--- config.mk ---
export PLATFORM = sky130hd
export DESIGN_NAME = bcd_serial_add_ctrl
export DESIGN_NICKNAME = d
export VERILOG_FILES = /design/src/rtl/bcd_serial_add_ctrl.sv
export SDC_FILE = /design/constraint.sdc
export NUM_CORES = 1
export LEC_CHECK = 0
export ABC_AREA = 1
export CAP_MARGIN = 20
export CORE_MARGIN = 3
export CORE_UTILIZATION = 36
export DETAILED_ROUTE_END_ITERATION = 6
export GPL_TIMING_DRIVEN = 0
export PLACE_DENSITY_LB_ADDON = 0.08
export REMOVE_ABC_BUFFERS = 1
export SLEW_MARGIN = 20
export SYNTH_ARGS = -nofsm -noshare
export SYNTH_HDL_FRONTEND = slang
export SYNTH_SLANG_ARGS = --single-unit
--- constraint.sdc ---
create_clock -name clk -period 9.9 [get_ports clk]
set_clock_uncertainty 0.05 [all_clocks]
set_input_delay 0.99 -clock clk [delete_from_list [all_inputs] [get_ports clk]]
set_output_delay 0.99 -clock clk [all_outputs]
set_load 0.03 [all_outputs]
--- src/rtl/bcd_serial_add_ctrl.sv ---
// Digit-serial packed-BCD adder: one digit adder reused LSD-first, decimal carry kept between digits.
// Latency: result valid DIGITS cycles after the accept edge; next accept no sooner than DIGITS+2 cycles.
// Backpressure: in_ready only in IDLE; result held stable in DONE until out_ready is seen at an edge.
module bcd_serial_add_ctrl #(
  parameter int DIGITS = 4
) (
  input  logic                clk,
  input  logic                rst,
  input  logic                in_valid,
  output logic                in_ready,
  input  logic [4*DIGITS-1:0] a,
  input  logic [4*DIGITS-1:0] b,
  input  logic                cin,
  output logic                out_valid,
  input  logic                out_ready,
  output logic [4*DIGITS-1:0] sum,
  output logic                cout,
  output logic                err
);

  localparam int IDXW = (DIGITS > 1) ? $clog2(DIGITS) : 1;
  localparam logic [IDXW-1:0] LAST_IDX = IDXW'(DIGITS - 1);

  typedef enum logic [1:0] {
    IDLE = 2'd0,
    RUN  = 2'd1,
    DONE = 2'd2
  } state_t;

  state_t                state_q, state_d;
  logic [4*DIGITS-1:0]   a_q, a_d;
  logic [4*DIGITS-1:0]   b_q, b_d;
  logic [IDXW-1:0]       idx_q, idx_d;
  logic                  carry_q, carry_d;
  logic [4*DIGITS-1:0]   sum_q, sum_d;
  logic                  cout_q, cout_d;
  logic                  err_q, err_d;

  // Shared digit datapath signals
  logic [3:0]            ad;
  logic [3:0]            bd;
  logic [4:0]            t;
  logic [3:0]            digit;
  logic                  carry_nxt;
  logic                  digit_bad;

  // Select the current operand digits and run them through the single BCD digit adder
  always_comb begin
    ad = 4'd0;
    bd = 4'd0;
    for (int k = 0; k < DIGITS; k++) begin
      if (idx_q == IDXW'(k)) begin
        ad = a_q[4*k +: 4];
        bd = b_q[4*k +: 4];
      end
    end
    t         = {1'b0, ad} + {1'b0, bd} + {4'd0, carry_q};
    carry_nxt = (t > 5'd9);
    // +6 correction is taken modulo 16, so 4-bit arithmetic on the low nibble is exact
    digit     = carry_nxt ? (t[3:0] + 4'd6) : t[3:0];
    digit_bad = (ad > 4'd9) | (bd > 4'd9);
  end

  // Next-state and register updates for the IDLE/RUN/DONE sequencer
  always_comb begin
    state_d = state_q;
    a_d     = a_q;
    b_d     = b_q;
    idx_d   = idx_q;
    carry_d = carry_q;
    sum_d   = sum_q;
    cout_d  = cout_q;
    err_d   = err_q;
    case (state_q)
      IDLE: begin
        if (in_valid) begin
          a_d     = a;
          b_d     = b;
          carry_d = cin;
          idx_d   = '0;
          sum_d   = '0;
          cout_d  = 1'b0;
          err_d   = 1'b0;
          state_d = RUN;
        end
      end
      RUN: begin
        for (int k = 0; k < DIGITS; k++) begin
          if (idx_q == IDXW'(k)) begin
            sum_d[4*k +: 4] = digit;
          end
        end
        err_d   = err_q | digit_bad;
        carry_d = carry_nxt;
        if (idx_q == LAST_IDX) begin
          cout_d  = carry_nxt;
          state_d = DONE;
        end else begin
          idx_d = idx_q + IDXW'(1);
        end
      end
      DONE: begin
        // Results stay put after the handshake; only a new accept clears them
        if (out_ready) begin
          state_d = IDLE;
        end
      end
      default: begin
        state_d = IDLE;
      end
    endcase
  end

  // State and datapath registers with synchronous reset
  always_ff @(posedge clk) begin
    if (rst) begin
      state_q <= IDLE;
      a_q     <= '0;
      b_q     <= '0;
      idx_q   <= '0;
      carry_q <= 1'b0;
      sum_q   <= '0;
      cout_q  <= 1'b0;
      err_q   <= 1'b0;
    end else begin
      state_q <= state_d;
      a_q     <= a_d;
      b_q     <= b_d;
      idx_q   <= idx_d;
      carry_q <= carry_d;
      sum_q   <= sum_d;
      cout_q  <= cout_d;
      err_q   <= err_d;
    end
  end

  // Handshake outputs decode from state only; no input-to-output combinational path
  assign in_ready  = (state_q == IDLE);
  assign out_valid = (state_q == DONE);
  assign sum       = sum_q;
  assign cout      = cout_q;
  assign err       = err_q;

endmodule

[Word-level counts from Yosys, hierarchy flattened]
Cells that the tools add are included.
Word-level totals
  latch bits: 0
  memory bits (read-only): 0
  logic and storage cells: 71
  memories kept: 0
  memory bits (writable): 0
  bits in registers: 55
  bits of input ports: 37
Operators by class
  multiplexer cells: 28
  shifts and indexed selects: 0
  bitwise gates (word level): 2
  magnitude comparators: 3
  $add $sub $neg: 4
  equal/unequal tests: 12
  reduce and logical (&&, ||, !) cells: 11
  div/mod/pow operators: 0
  multiply operators: 0
Operators with widths (count)
  $mux W4: 13
  $pmux W16 S2: 1
  $reduce_and A3 Y1: 6
  $mux W16: 1
  $ne A2 B2 Y1 const B: 6
  $mux W2: 5
  $gt A4 B4 Y1 const B: 2
  $eq A2 B2 Y1 const B: 3
  $pmux W1 S2: 3
  $pmux W2 S3: 1
  $add A4 B4 Y5: 1
  $add A5 B1 Y5: 1
  $gt A5 B4 Y1 const B: 1
  $add A4 B3 Y4 const B: 1
  $eq A2 B1 Y1 const B: 2
  $logic_not A2 Y1: 2
  $pmux W2 S2: 1
  $reduce_and A2 Y1: 2
  $mux W1: 3
  $add A2 B1 Y2 const B: 1
  $ne A2 B1 Y1 const B: 1
  $or A1 B1 Y1: 2
  $reduce_bool A2 Y1: 1

[Longest topological paths before layout]
  word-level depth: 11
  depth in mapped cells: 21
  gate-level depth less buffers: 20

[Least setup slack after synthesis]
Ideal clock, no wire load.
  path type: register -> register
  start: register idx_q[1]
  end: register sum_q[13] (netlist: sum[13])
  cell stages (with the launch flop): 20
  period minus slack after synthesis: 3.209 ns
  path slack: 6.691 ns
  library setup time: 0.132 ns
  data required time: 9.718 ns
  data arrival time: 3.026 ns
  cells stage by stage: dfxtp_1 inv_1 ha_1 inv_2 buf_6 nor2_1 o31ai_1 o21ai_0 fa_1 fa_1 nand2_1 nand2_1 ha_1 nand2_1 a21boi_1 nand2_2 nand2_2 nand2_1 nand4_1 a21oi_1
On the way
  word-level cells in the longest chain between the ends: 11
  elaborated cells between the ends (all ways): 21
  classes of those cells: 3 x add/sub; 1 x order compare; 4 x eq/ne; 11 x mux; 2 x reduce/logical
RTL lines
  start: declaration: line 33  | logic [IDXW-1:0] idx_q, idx_d;
  start signal: assignment: line 129  | idx_q <= idx_d;
  $logic_not A2 Y1: line 52  | if (idx_q == IDXW'(k)) begin
  $mux W4 (4 in series): line 52
  $add A4 B4 Y5: line 57  | t = {1'b0, ad} + {1'b0, bd} + {4'd0, carry_q};
  $add A5 B1 Y5: line 57
  $add A4 B3 Y4 / $gt A5 B4 Y1 (equally long branches): line 60, 58
  $mux W4: line 60  | digit = carry_nxt ? (t[3:0] + 4'd6) : t[3:0];
  $mux W4: line 89  | if (idx_q == IDXW'(k)) begin
  $pmux W16 S2: line 74  | case (state_q)
  end signal: assignment: line 131  | sum_q <= sum_d;
  end: declaration: line 35  | logic [4*DIGITS-1:0] sum_q, sum_d;
Several ways; a longest one is shown, not always the timed one. The select of a mux whose other input is x is not followed.
A chain may end at the register's enable or synchronous reset.

[Final worst setup path]
  start: register idx_q[1]
  end: register sum_q[5] (netlist: sum[5])
The elaborated chain is that of the path after synthesis.

==> flow_summary.yaml <==
global_routing:
  grt_pass1_wl_mm: 10.27
  grt_max_degree: 42
  antenna_found_initial: 0
  grt_pass1_vias: 2176
  grt_usage_pct: 15.07
  grt.overflow.total: 0
clock_tree:
  cts_tree: "built"
  cts-buffers-inserted: 5
  cts.clk_slew.worst_paths_ns: 0.10
  root_buffer: "clkbuf_8"
  post_cts_buffers: 0
  cts_sinks: 55
  cts.repair.resized: 0
  clk-insertion-delay-late_ns: 0.31
  clockBufferDepth: 2
  hold_buffers: 0
  cts-htree-levels: 2
critical_path:
  worstSetupPathType: "reg -> reg"
  cp_data_arrival_time_ns: 3.85
  critPathCaptureType: "flip-flop"
  cp-start-kind: "flip-flop"
  worstPathRequired_ns: 10.09
  worst-path-max-fanout: 11
logic_synthesis:
  ys_seq_area_share_pct: 42.78
  synth_area_leaders: "dfxtp_1 43%, nor2_1 11%, o21ai_0 8.8%, nand2_1 6.9%, a21oi_1 6.0%"
  synth_top_area_cell: "dfxtp_1"
  syn_area_per_cell_um2: 7.333
  yosysMostFrequentCell: "nor2_1"
  synthArstFlopShare_pct: 0
  netlist_area_um2: 2574
  synth_cell_type_count: 30
  ys_seq_elements: 55
  synth_edf_count: 0
  synthCells: 351
  ys_warn_count: 0
  synth_flop_cell: "dfxtp_1"
  synth_top_area_share_pct: 42.78
  synthTopCellsByCount: "73 x nor2_1, 55 x dfxtp_1, 47 x nand2_1"
cells_and_area:
  final_nets: 444
  final_area_um2: 3288
  layout-drive-gt1-share_pct: 7.789
  fillCellCount: 725
  synthToLayoutAreaGrowth_pct: 27.76
  antenna_cells: 0
  seq_area_um2: 1101
  multi_input_area_um2: 1284
die:
  io_pins: 57
  core_area_um2: 6869
  rows: 30
  start_util_pct: 37.47
  die_y_um: 90.56
  die_w_um: 90.56
  die_area_um2: 8200
worst_hold_path:
  min_path_type: "reg -> reg"
place:
  placed_cell_area_um2: 3171
  numPortBuffers: 56
  routabilityCongestion: 0.7914
  dpl.hpwl_mm: 4.245
sta:
  maxClockFrequency_mhz: 273.1
  finalHoldViolCount: 0
  finalMaxSlewViolations: 0
  hold_slack_ns: 0.4156
  period_minus_slack_ns: 3.661
  rsz0062_at_grt: "no"
  finalCritPeriodShare_pct: 36.98
  worst_pin_slew_ns: 0.8746
  finalSetupTns_ns: 0
  setup_viol: 0
  relSlewSlack_pct: 41.63
drt:
  routed_via_density: 4.698
  first_pass_iters: 4
  detail_route.iter0.violations: 75
  drtAntennaViolNets: 0
  routed_wl_mm: 5.959
  drc: 0
  vias: 2321
  routedWlPerCell_um: 12.06
power_and_ir_drop:
  leakagePower_uw: 0.001353
  power_density_nw_per_um2: 172.3
  irDropWorstVdd_mv: 0.08248
job:
  cap_violations: 0
status:
  status: "finished, final reports clean"
final timing paths:
path,to,slack [ns],start,cells past startpoint
max,sum[5],6.24,idx_q[1],19
min,sum[12],0.42,sum[12],2
max reg2reg,sum[5],6.24,idx_q[1],19
min reg2reg,sum[12],0.42,sum[12],2
report_power, final:
| group | leakage [uW] | internal, uW | total (uW) | switching [uW] |
|---|---|---|---|---|
| sequential | 0.000453 | 240 | 250 | 9.78 |
| combinational | 0.000838 | 64.4 | 161 | 96.6 |
| clock | 0.0000612 | 82.0 | 156 | 73.7 |
| total | 0.00135 | 386 | 566 | 180 |
registers in the layout (all words and copies together), names as in the netlist:
name     cells
sum         16
err          1
idx_q        2
carry_q      1
b_q         16
a_q         16
cout         1
state_q      2
critical path: stages, from the launching register on:
cell and delay, ns:
dfxtp_1 0.39, inv_1 0.08, ha_1 0.31, inv_2 0.25, nor2_1 0.07, o31ai_1 0.22, o21ai_0 0.17, fa_1 0.45
fa_1 0.45, inv_1 0.06, nand2_1 0.06, nand2_1 0.11, ha_1 0.20, nand2_1 0.05, a21boi_1 0.13, nand2_2 0.09
nand2_2 0.09, nand2_1 0.13, nand4_1 0.09, a21oi_1 0.16
per-stage QoR:
step           instances  util [%]  total power, uW  setup WS [ns]
2_1_floorplan        334         -            363.1          6.713
3_3_place_gp         486     46.16            414.5          6.250
3_5_place_dp         486     46.16            417.0          6.215
4_1_cts              494     47.87            571.6          6.198
5_1_grt              494     47.87            602.2          5.884
6_report             494     47.87            566.4          6.239
metal layers:
metal | part of all wire, % | track usage [%]
met4 | 1.2 | 3.827
met1 | 49 | 20.49
met3 | 5.1 | 3.167
met5 | 0 | 0
met2 | 44 | 24.34
cell usage in the layout (no fill, tap or decap), types with 3 or more instances in the layout:
master,netlist,final
nor2_1,73,73
o21ai_0,45,45
nand2_1,47,47
nand2_2,4,4
a21oi_1,31,31
clkdlybuf4s50_1,0,56
nand3_1,12,12
dfxtp_1,55,55
inv_1,23,23
inv_2,5,5
a21oi_2,3,3
ha_1,8,8
nand4_1,5,5
clkbuf_8,0,6
o21ai_2,5,5
kinds of logic (layout without fill, tap and decap cells):
family | after synthesis | after routing | synth area share, %
simple gates | 147 | 147 | 23.82
compound gates | 94 | 94 | 20.61
flops | 55 | 55 | 42.78
buf+inv | 45 | 92 | 7.341
fa+ha+maj | 10 | 10 | 5.445
cell type report:
type,count,share of cell area (%)
Multi-Input combinational cell,251,39.04
Sequential cell,55,33.49
Timing Repair Buffer,56,17.05
Tap cell,96,3.653
Inverter,28,3.196
Clock buffer,6,2.511
Clock inverter,2,1.065
Power figures use the tool's default switching activity.
